## src/rtl/sram64x8_req_ctrl.sv

```systemverilog
// sram64x8_req_ctrl
//   Request/response front end for the 64x8 single-port SRAM macro. Turns a
//   valid/ready read/write request stream into the macro's active-low
//   CSB/WEB/OEB strobes, and buffers read data in a small response FIFO so
//   downstream backpressure never drops a read. The macro clock pin is tied
//   to clk outside this block.
//
//   Ports:
//     clk, reset            clock; asynchronous active-high reset
//     req_valid/req_ready   request handshake (reads and writes)
//     req_write             1 = write, 0 = read
//     req_addr, req_wdata   word address and write data
//     resp_valid/resp_ready read response handshake
//     resp_rdata            read data, returned in request order
//     sram_a, sram_i        macro address / write data pins
//     sram_o                macro read data (valid the cycle after a read)
//     sram_csb/web/oeb      macro strobes, active low
//
//   Optional build macro SRAM_CTRL_INIT_EN: after reset, sweep all 64 words
//   writing zero before accepting requests.

module sram64x8_req_ctrl #(
  parameter int ADDR_W     = 6,
  parameter int DATA_W     = 8,
  parameter int RESP_DEPTH = 4
) (
  input  logic              clk,
  input  logic              reset,
  input  logic              req_valid,
  output logic              req_ready,
  input  logic              req_write,
  input  logic [ADDR_W-1:0] req_addr,
  input  logic [DATA_W-1:0] req_wdata,
  output logic              resp_valid,
  input  logic              resp_ready,
  output logic [DATA_W-1:0] resp_rdata,
  output logic [ADDR_W-1:0] sram_a,
  output logic [DATA_W-1:0] sram_i,
  input  logic [DATA_W-1:0] sram_o,
  output logic              sram_csb,
  output logic              sram_web,
  output logic              sram_oeb
);

  localparam int PTR_W = $clog2(RESP_DEPTH);
  localparam int CNT_W = PTR_W + 1;
  localparam logic [CNT_W-1:0] DEPTH_C = CNT_W'(RESP_DEPTH);

  typedef enum logic {
    RUN  = 1'b0,
    INIT = 1'b1
  } state_t;

`ifdef SRAM_CTRL_INIT_EN
  localparam state_t RESET_STATE = INIT;
`else
  localparam state_t RESET_STATE = RUN;
`endif

  state_t state, state_next;

  logic              rd_inflight;
  logic [CNT_W-1:0]  fifo_count;
  logic [CNT_W-1:0]  occupancy;
  logic [PTR_W-1:0]  wr_ptr, rd_ptr, rd_ptr_inc;
  logic [DATA_W-1:0] fifo_mem [RESP_DEPTH];
  logic [DATA_W-1:0] head;
  logic              fire, read_fire, push, pop;

`ifdef SRAM_CTRL_INIT_EN
  logic [ADDR_W-1:0] init_ptr;
`endif

  // Credit check counts the read still in the macro pipeline as well as the
  // queued data, so a push can never find the FIFO full. A pop in the same
  // cycle is deliberately not credited. Gated by reset so no request is
  // accepted while reset is held.
  assign occupancy  = fifo_count + CNT_W'(rd_inflight);
  assign req_ready  = ~reset & (state == RUN) & (occupancy < DEPTH_C);
  assign fire       = req_valid & req_ready;
  assign read_fire  = fire & ~req_write;
  assign push       = rd_inflight;
  assign resp_valid = (fifo_count != '0);
  assign pop        = resp_valid & resp_ready;
  assign resp_rdata = head;
  assign rd_ptr_inc = rd_ptr + PTR_W'(1);

  always_ff @(posedge clk or posedge reset) begin
    if (reset) begin
      state <= RESET_STATE;
    end else begin
      state <= state_next;
    end
  end

  always_comb begin
    state_next = state;
`ifdef SRAM_CTRL_INIT_EN
    if ((state == INIT) && (&init_ptr)) begin
      state_next = RUN;
    end
`endif
  end

  // Macro pins follow the current request combinationally so the macro
  // samples the request on the edge that ends the fire cycle.
  always_comb begin
    sram_csb = 1'b1;
    sram_web = 1'b1;
    sram_oeb = 1'b1;
    sram_a   = req_addr;
    sram_i   = req_wdata;
    if (fire) begin
      sram_csb = 1'b0;
      if (req_write) begin
        sram_web = 1'b0;
      end else begin
        sram_oeb = 1'b0;
      end
    end
`ifdef SRAM_CTRL_INIT_EN
    if (state == INIT) begin
      sram_a = init_ptr;
      sram_i = '0;
      if (!reset) begin
        sram_csb = 1'b0;
        sram_web = 1'b0;
      end
    end
`endif
  end

`ifdef SRAM_CTRL_INIT_EN
  always_ff @(posedge clk or posedge reset) begin
    if (reset) begin
      init_ptr <= '0;
    end else if (state == INIT) begin
      init_ptr <= init_ptr + ADDR_W'(1);
    end
  end
`endif

  // Storage needs no reset: only entries between the pointers are ever read.
  always_ff @(posedge clk) begin
    if (push) begin
      fifo_mem[wr_ptr] <= sram_o;
    end
  end

  // head is the registered front of the FIFO. When the FIFO is empty or
  // about to drain to its last entry it takes the incoming macro data
  // directly; otherwise it advances to the next stored entry on a pop.
  always_ff @(posedge clk or posedge reset) begin
    if (reset) begin
      rd_inflight <= 1'b0;
      wr_ptr      <= '0;
      rd_ptr      <= '0;
      fifo_count  <= '0;
      head        <= '0;
    end else begin
      rd_inflight <= read_fire;
      if (push) begin
        wr_ptr <= wr_ptr + PTR_W'(1);
      end
      if (pop) begin
        rd_ptr <= rd_ptr_inc;
      end
      case ({push, pop})
        2'b10:   fifo_count <= fifo_count + CNT_W'(1);
        2'b01:   fifo_count <= fifo_count - CNT_W'(1);
        default: fifo_count <= fifo_count;
      endcase
      if (fifo_count == '0) begin
        if (push) begin
          head <= sram_o;
        end
      end else if (pop) begin
        if (fifo_count > CNT_W'(1)) begin
          head <= fifo_mem[rd_ptr_inc];
        end else if (push) begin
          head <= sram_o;
        end
      end
    end
  end

endmodule

```

## config.mk

```make
export PLATFORM = sky130hd
export DESIGN_NAME = sram64x8_req_ctrl
export DESIGN_NICKNAME = d
export VERILOG_FILES = /design/src/rtl/sram64x8_req_ctrl.sv
export SDC_FILE = /design/constraint.sdc
export NUM_CORES = 1
export LEC_CHECK = 0
export BUFFER_PORTS_ARGS = -buffer_cell sky130_fd_sc_hd__buf_2
export CORE_MARGIN = 3
export CORE_UTILIZATION = 45
export CTS_BUF_LIST = sky130_fd_sc_hd__clkbuf_16
export DETAILED_ROUTE_END_ITERATION = 8
export PLACE_DENSITY = 0.75
export SYNTH_ARGS = -nofsm -noshare
export SYNTH_HDL_FRONTEND = slang
export SYNTH_SLANG_ARGS = --single-unit
```

## constraint.sdc

```tcl
create_clock -name clk -period 3 [get_ports clk]
set_input_delay 0 -clock clk [delete_from_list [all_inputs] [get_ports clk]]
set_output_delay 0 -clock clk [all_outputs]
set_load 0.05 [all_outputs]
```

==> results of run 1 <==
==> flip-flops by register name, summed over array words and instances (netlist names) <==
register	count
fifo_mem	32
resp_rdata	8
fifo_count	3
rd_ptr	2
wr_ptr	2
push	1
==> cell families (layout without fill, tap and decap cells) <==
family,count (synthesis),in the layout
AOI/OAI and AO/OA,19,19
xor gates and xnor gates,6,6
adders and majority gates,9,9
buffers and inverters,26,51
DFF,48,48
muxes,13,13
and+or+nand+nor,21,21
==> area by class of cell <==
| cell class | instances | area share |
|---|---|---|
| flip-flops and latches | 48 | 0.542 |
| repair buffers | 36 | 0.0937 |
| inverters | 7 | 0.0105 |
| well taps | 65 | 0.0324 |
| clock inverters | 3 | 0.00648 |
| multi-input cells | 68 | 0.265 |
| clock buffers | 5 | 0.0498 |
==> where the power goes <==
group / leakage (uW) / switching, uW / internal, uW
sequential: 0.000474 / 164 / 831
clock: 0.0000710 / 223 / 304
combinational: 0.000417 / 543 / 394
total: 0.000962 / 930 / 1530
==> routing by layer <==
metal | GRT usage | up-vias
met3 | 0.0409 | 16
met2 | 0.254 | 49
li1 | - | 553
met1 | 0.190 | 601
met4 | 0.0738 | 0
met5 | 0 | -
==> worst max-delay path: stages (launching register included) <==
cell and delay, ns:
dfrtp_1 0.63, nand4_1 0.16, a21oi_1 0.27, nand2_1 0.11, or2_2 0.28, buf_2 0.21
==> cell usage after synthesis, drive strengths merged (2+ instances only) <==
library cell	number
nand2b	6
xnor2	4
edfxtp	32
buf	18
mux2i	5
nor2	3
o22ai	4
mux4	8
o21ai	2
ha	9
and2	5
inv	7
xor2	2
dfrtp	16
a2bb2oi	8
nand2	4
==> worst paths after layout <==
path                               start  cells past startpoint       endpoint
max                                 push                      5       sram_oeb
min                         req_wdata[5]                      0      sram_i[5]
max reg2reg                fifo_count[0]                      5  resp_rdata[2]
min reg2reg                    wr_ptr[0]                      1      wr_ptr[0]
max in group asynchronous          reset                      3  resp_rdata[1]
min in group asynchronous          reset                      3  resp_rdata[0]
==> per-stage QoR <==
step / util / hold slack, ns / cell area [um^2] / std cells
final: 0.554 / 0.0000166 / 2510 / 232
after global routing: 0.554 / 0.0000794 / 2510 / 232
after CTS: 0.554 / 0.000589 / 2510 / 232
after detailed placement: 0.498 / 0.000589 / 2260 / 213
after global placement: 0.498 / 0.000589 / 2260 / 213
after floorplan: - / -0.0863 / 2190 / 142
==> repair_timing <==
item | 4_1_cts | 5_1_grt
endpoints found under the hold margin | 49 | 0
hold buffers | 11 | 0
endpoints found under the setup margin | 0 | 0
==> reports/qor.yml, run 1 <==
synthesis:
  muxShareOfSynthArea: 0.105
  synth_fa_ha_area_frac: 0.0513
  synth_nets: 178
  synth_simple_gate_area_frac: 0.0525
  ys.flop_type: "edfxtp_1"
  synth.area.top_cells: "edfxtp_1, dfrtp_1, mux4_2, ha_1, buf_4"
  avgSynthCellArea_um2: 15.5
  yosys.area.top_type: "edfxtp_1"
  yosysTopAreaCellShare: 0.438
  synth_top_family_by_area: "multiplexers"
  synth_edf_count: 32
  syn_area_um2: 2190
  synth-warning-count: 0
  netlist_instances: 142
  synth-async-reset-ratio: 0.333
  synth_xor_area_frac: 0.0239
  ys_ff_latch: 48
  synth_compound_area_frac: 0.0707
  synth_cell_types: 28
  seq_area_frac_synth: 0.620
setup_path:
  cp-end-kind: "output port"
  crit_path_start_kind: "flop"
  worstSetupPathType: "flop to output port"
  cp_max_fo: 15
  r2r_slack_ns: 1.07
  required_ns: 3.00
  cp.arrival_ns: 1.95
floorplan:
  boundaryPins: 54
  row_count: 24
  start_util: 0.484
  dieArea_um2: 5750
  die_h_um: 75.8
  core_um2: 4530
  die_w_um: 75.8
pwr:
  power.density_nw_per_um2: 979
  p_leak_uw: 0.000962
  total_power_uw: 2460
  ir_worst_vdd_mv: 0.481
drt:
  wire_per_inst_um: 17.2
  vias: 1219
  drtIter0Drc: 100
  drc: 0
  drt_pass1_iterations: 4
  dr_wl_met2_um: 1960
  wl_um: 4000
  route.met3.wl_um: 245
  top_layer: "met4"
  avgViaCountPerCell: 5.25
  wl_met1_um: 1720
  ant_nets: 0
run_status:
  status: "finished clean"
timing:
  finalSetupViolCount: 0
  clock_skew_ns: 0.00947
  worstMarginPinSlew_ns: 0.646
  layout_min_cycle_time_ns: 1.95
  slew_viol_final: 0
  fin_ws_ns: 1.05
  fin_tns_setup_ns: 0
  rsz0062_at_grt: "no"
  hold_viol: 0
  timing.fmax_mhz: 513
  post-route-period-util: 0.649
  slew_headroom: 0.563
hold_path:
  min-delay-path-class: "input port to output port"
cts:
  cts_tree: "built"
  clock-sinks: 48
  root_buffer: "clkbuf_16"
  cts_resized: 0
  clk_latency_ns: 0.29
  cts_made_buffers: 5
  clk_path_buf_depth: 2
  cts_max_level: 2
  clk_pin_slew_ns: 0.06
  cts_setup_buffers: 0
layout:
  antennaDiodeCount: 0
  multi_input_area_um2: 666
  nets: 202
  mostFrequentLayoutCell: "edfxtp_1"
  drive_gt1_frac: 0.263
  seqCellArea_um2: 1360
  area_growth_pct: 14.4
  final_cell_mix: "edfxtp_1, buf_2, dfrtp_1, dlygate4sd3_1, ha_1"
  final.fill_count: 380
grt:
  grt_pass1_vias: 1297
  grt_pass1_wl_um: 6300
  grt_start_max_net_pins: 17
  antenna_found_initial: 0
  overflow: 0
  groute.usage.overall: 0.155
place:
  port-buffer-count: 25
  dpl.hpwl_um: 2800
  post-place-ws_ns: 1.12
  place_congestion: 0.742
run:
  maxCapViolCount: 0
No activity file was read; power rests on OpenSTA's default activity.
==> run 2: changes to the inputs <==
Settings changed: PLACE_DENSITY 0.75 to 0.78.
Clock period 3 ns to 1.6 ns, I/O delays scaled along.
==> run 2 against run 1 <==
Via count grew 5.7%. Highest routed layer unchanged. Combinational power rose to 2.6 times the previous value. Sequential share of layout area down 5.4 points. Wire length grew 12%. Global-route usage grew 1.6 points. Final cell count up 7.3%. The flow now finishes with violations (setup timing). Die area is the same. First-iteration DRC count down 7.0%. Clock skew fell by 0.0028 ns. Non-clock buffer count is 17 higher. Clock-buffer cell count is the same.
==> reports/qor.yml, run 2 (synthesis results as in run 1) <==
run_status:
  status: "finished with violations"
  failed_checks: "setup timing"
drt:
  avgViaCountPerCell: 5.17  # -1.6%
  drtIter0Drc: 93  # -7.0%
  wl_um: 4490  # +12%
  ant_nets: 0  # unchanged
  vias: 1288  # +5.7%
  wire_per_inst_um: 18.0  # +4.6%
  drt_pass1_iterations: 4  # unchanged
  drc: 0  # unchanged
pwr:
  ir_worst_vdd_mv: 0.859  # +79%
  power.density_nw_per_um2: 1860  # +90%
  total_power_uw: 5190  # +110%
  p_leak_uw: 0.00109  # +13%
setup_path:
  required_ns: 1.80  # -1.20 ns
  cp_max_fo: 4  # -11
  reg2reg_depth: 8  # +3
  worstSetupPathType: "flop to flop"
  r2r-start: "fifo_count[1]"
  cp-end-kind: "flop"
  cp.arrival_ns: 1.87  # -0.08 ns
  crit_path_start_kind: "flop"
  regToRegEndpoint: "resp_rdata[6]"
  r2r_slack_ns: -0.07  # -1.14 ns
layout:
  nets: 219  # +8.4%
  final.fill_count: 349  # -8.2%
  seqCellArea_um2: 1360  # about the same
  regMostFlops: "fifo_mem"
  largest_reg_flops: 32  # unchanged
  final_cell_mix: "edfxtp_1, buf_2, buf_4, dfrtp_1, dlygate4sd3_1"
  utilization: 0.615  # +0.0615
  drive_gt1_frac: 0.413  # +0.150
  fin_cells: 249  # +7.3%
  mostFrequentLayoutCell: "edfxtp_1"
  multi_input_area_um2: 774  # +16%
  area_growth_pct: 27.1
  antennaDiodeCount: 0  # unchanged
hold_path:
  holdPathEnd: "sram_i[0]"
  min-delay-path-class: "input port to output port"
  hold_depth: 0  # unchanged
  min_from: "req_wdata[0]"
timing:
  worstMarginPinSlew_ns: 0.639  # -0.00615 ns
  layout_min_cycle_time_ns: 1.67
  fin_ws_ns: -0.0673  # -1.12 ns
  slew_viol_final: 0  # unchanged
  timing.fmax_mhz: 600
  hold_viol: 0  # unchanged
  clock_skew_ns: 0.00670  # -0.00277 ns
  fin_tns_setup_ns: -0.440  # -0.440 ns
  finalSetupViolCount: 11  # +11
  post-route-period-util: 1.04
  rsz0062_at_grt: "yes"
  slew_headroom: 0.573  # +0.0104
place:
  dpl.hpwl_um: 3050  # +8.7%
  place_congestion: 0.807  # +8.7%
  dpl.cell_count: 225  # +5.6%
  post-place-ws_ns: 0.0356  # -1.09 ns
  port-buffer-count: 25  # unchanged
cts:
  clock-sinks: 48  # unchanged
  clk_pin_slew_ns: 0.06  # about the same
  clk_latency_ns: 0.29  # about the same
  cts_tree: "built"
  cts_max_level: 2  # unchanged
  clk_path_buf_depth: 2  # unchanged
  root_buffer: "clkbuf_16"
  cts_made_buffers: 5  # unchanged
floorplan:
  core_um2: 4530  # unchanged
  start_util: 0.484  # unchanged
  row_count: 24  # unchanged
  die_h_um: 75.8  # unchanged
  dieArea_um2: 5750  # unchanged
  boundaryPins: 54  # unchanged
  die_w_um: 75.8  # unchanged
run:
  maxCapViolCount: 0  # unchanged
grt:
  grt_start_max_net_pins: 17  # unchanged
  grt_pass1_wl_um: 7030  # +12%
  overflow: 0  # unchanged
  grt_pass1_vias: 1400  # +7.9%
  groute.usage.overall: 0.171  # +0.0163
  antenna_found_initial: 0  # unchanged
==> run 2: cell types whose count changed in the layout (fill, tap and decap cells not counted), sizes merged <==
cell         before  now
buf              25   43
dlygate4sd3      11   10
==> run 2: worst max-delay path, stage by stage (launching register included) <==
cell       delay (ns)
dfrtp_1          0.36
buf_4            0.14
inv_6            0.04
ha_4             0.16
buf_4            0.12
o311ai_1         0.32
buf_4            0.20
o22ai_1          0.08
a2bb2oi_1        0.16
==> run 2: per-layer routing <==
metal / vias to the layer above / routed length, um / global-route usage
met4: 0 / 60 / 0.0641
li1: 591 / - / -
met2: 35 / 2410 / 0.298
met1: 653 / 1760 / 0.207
met5: - / 0 / 0
met3: 9 / 262 / 0.0369
==> run 2: worst max path at each step <==
| stage | slack, ns | endpoint | start |
|---|---|---|---|
| floorplan | -0.05 | sram_oeb | fifo_count[1] |
| global placement | 0.13 | sram_oeb | fifo_count[0] |
| detailed placement | 0.04 | resp_rdata[7] | fifo_count[0] |
| CTS | -0.04 | sram_oeb | fifo_count[0] |
| global route | -0.13 | resp_rdata[7] | fifo_count[0] |
| finish | -0.07 | resp_rdata[6] | fifo_count[1] |
==> run 2: report_power, final <==
group / total, uW / switching, uW / internal (uW)
Combinational: 2420 / 1300 / 1120
Sequential: 1770 / 212 / 1560
Clock: 996 / 426 / 570
==> run 2: area by class of cell <==
type / instances / area share
Clock inverter: 3 / 0.00583
Multi-Input combinational cell: 68 / 0.278
Sequential cell: 48 / 0.488
Inverter: 7 / 0.0121
Timing Repair Buffer: 53 / 0.142
Tap cell: 65 / 0.0291
Clock buffer: 5 / 0.0448
==> run 2: metrics by stage <==
step | cell area [um^2] | hold slack (ns)
floorplan | 2250 | -0.0863
global route | 2790 | 0.0000718
CTS | 2730 | 0.000341
global placement | 2410 | 0.000341
detailed placement | 2410 | 0.000341
finish | 2790 | 0.0000166
==> run 2: timing repair <==
action / 4_1_cts / 5_1_grt
gates resized for setup: 10 / 14
hold endpoints to repair: 49 / 0
hold buffers: 10 / 0
setup endpoints to repair: 4 / 13
setup buffers: 5 / 1
pin swaps: 6 / 4
==> run 3: changes to the inputs <==
Settings changed: CORE_UTILIZATION 45 to 35, CTS_CLUSTER_SIZE set to 16, PLACE_DENSITY 0.78 to 0.64, TNS_END_PERCENT set to 50.
==> run 3 against run 2 <==
The flow still finishes with violations (setup timing). Fmax shrank 0.14%. Worst hold slack hardly changed. Wire length increased by 0.40%. Sequential power up 2%. Critical path type is now flop to output port. Clock power rose by 15%. Register-to-register slack about the same. First-iteration DRC count fell by 24%.
==> reports/qor.yml, run 3 (synthesis results as in run 1) <==
setup_path:
  slowest_stage: "dfrtp_2"
  cp_top_family: "flip-flops"
  max_stage_delay_ns: 0.42  # +0.06 ns
  reg2reg_depth: 5  # -3
  cp.arrival_ns: 1.67  # -0.20 ns
  cp_max_fo: 5  # +1
  r2r_slack_ns: -0.07  # about the same
  path_cells: "buf_6, a31o_4, a21oi_4, nand2_4, or2_4, buf_8"
  worstSetupPathDepth: 6  # -2
  cp-end-kind: "output port"
  r2r-start: "fifo_count[0]"
  cp.buffers_inverters: 2  # -2
  worstSetupPathType: "flop to output port"
  regToRegEndpoint: "resp_rdata[3]"
  cp-startpoint: "fifo_count[0]"
  crit_path_end: "sram_oeb"
  crit_path_start_kind: "flop"
  required_ns: 1.60  # -0.20 ns
timing:
  layout_min_cycle_time_ns: 1.67  # +0.00232 ns
  hold_viol: 0  # unchanged
  slew_viol_final: 0  # unchanged
  fin_ws_ns: -0.0696  # -0.00232 ns
  fin_tns_setup_ns: -0.378  # +0.0616 ns
  finalSetupViolCount: 9  # -2
  timing.fmax_mhz: 599  # -0.14%
  worstMarginPinSlew_ns: 0.603  # -0.0367 ns
  clock_skew_ns: 0.00558  # -0.00112 ns
  slew_headroom: 0.598  # +0.0245
  post-route-period-util: 1.04  # +0.00145
  rsz0062_at_grt: "yes"
pwr:
  total_power_uw: 5410  # +4.2%
  pwr-share-comb: 0.452  # -0.015
  power.density_nw_per_um2: 1920  # +3.3%
  pwr-share-clk: 0.213  # +0.021
  seq_power_share: 0.335  # -0.006
  internal_power_uw: 3450  # +6.0%
  ir_worst_vdd_mv: 0.990  # +15%
  switchingPower_uw: 1970  # +1.3%
  p_leak_uw: 0.00109  # +0.61%
  p_sw_frac: 0.363  # -0.0105
layout:
  antennaDiodeCount: 0  # unchanged
  regMostFlops: "fifo_mem"
  postLayoutCellArea_um2: 2820  # +0.94%
  nets: 218  # -0.46%
  seqCellArea_um2: 1360  # unchanged
  largest_reg_flops: 32  # unchanged
  mostFrequentLayoutCell: "edfxtp_1"
  area_growth_pct: 28.3
  drive_gt1_frac: 0.421  # +0.00772
  final_cell_mix: "edfxtp_1, buf_2, dfrtp_1, buf_4, dlygate4sd3_1"
  multi_input_area_um2: 774  # unchanged
  final.fill_count: 497  # +42%
  utilization: 0.470  # -0.145
place:
  port-buffer-count: 25  # unchanged
  dpl.hpwl_um: 3150  # +3.4%
  place_congestion: 0.761  # -5.6%
  post-place-ws_ns: 0.0178  # -0.0178 ns
  dpl_cell_area_um2: 2430  # +1.0%
drt:
  drc: 0  # unchanged
  drt_pass1_iterations: 4  # unchanged
  avgViaCountPerCell: 5.03  # -2.8%
  wire_per_inst_um: 17.5  # -3.1%
  wl_um: 4510  # +0.40%
  vias: 1297  # +0.70%
  ant_nets: 0  # unchanged
  drtIter0Drc: 71  # -24%
floorplan:
  core_um2: 5990  # +32%
  row_count: 28  # +17%
  start_util: 0.366  # -0.118
  die_h_um: 85.2  # +12%
  die_w_um: 85.2  # +12%
  boundaryPins: 54  # unchanged
  dieArea_um2: 7260  # +26%
cts:
  cts_max_level: 2  # unchanged
  root_buffer: "clkbuf_16"
  clk_path_buf_depth: 2  # unchanged
  clk_pin_slew_ns: 0.06  # about the same
  clock-sinks: 48  # unchanged
  clk_latency_ns: 0.29  # about the same
  cts_made_buffers: 5  # unchanged
  cts_tree: "built"
hold_path:
  min-delay-path-class: "input port to output port"
  hold_depth: 0  # unchanged
grt:
  grt_pass1_wl_um: 7070  # +0.58%
  groute.usage.overall: 0.130  # -0.0407
  grt_pass1_vias: 1354  # -3.3%
  antenna_found_initial: 0  # unchanged
  grt_start_max_net_pins: 17  # unchanged
  overflow: 0  # unchanged
run_status:
  failed_checks: "setup timing"
  status: "finished with violations"
run:
  maxCapViolCount: 0  # unchanged
[run 3: metal layers]
layer	GRT usage	wire [um]	part of all wire
met4	0.0432	50	0.011
met1	0.175	2050	0.46
met3	0.0437	220	0.049
met5	0	0	0
met2	0.199	2180	0.48
[run 3: what timing repair did]
action | CTS | global route
hold endpoints to repair | 49 | 0
buffers inserted | 5 | 0
resized for setup | 9 | 10
hold buffers | 10 | 0
setup endpoints to repair | 3 | 12
pin swaps | 6 | 3
[run 3: area by class of cell]
class                           instances  area share
Clock buffer                            5      0.0444
Clock inverter                          3      0.0138
Inverter                                7      0.0102
Multi-Input combinational cell         68       0.275
Sequential cell                        48       0.484
Tap cell                               75      0.0333
Timing Repair Buffer                   52       0.139
[run 3: how the worst min path moves through the flow]
stage	to	start	slack, ns
6_report	sram_i[3]	req_wdata[3]	0.00002
5_1_grt	sram_i[3]	req_wdata[3]	0.00009
4_1_cts	sram_a[3]	req_addr[3]	0.0004
3_5_place_dp	sram_a[3]	req_addr[3]	0.0004
3_3_place_gp	sram_a[3]	req_addr[3]	0.0004
2_1_floorplan	fifo_count[1]	reset	-0.09
[run 3: power by group through the flow]
stage,clock (uW),sequential (uW),combinational [uW]
after floorplan,0,2070,1400
after global placement,0,1810,2030
after detailed placement,0,1820,2140
after CTS,1170,1800,2310
after global routing,1230,1850,2620
final,1150,1810,2450
[run 3: metrics by stage]
stage	instances	hold slack, ns
final	258	0.0000183
after global routing	258	0.0000896
after CTS	258	0.000370
after detailed placement	235	0.000370
after global placement	235	0.000370
after floorplan	142	-0.0863
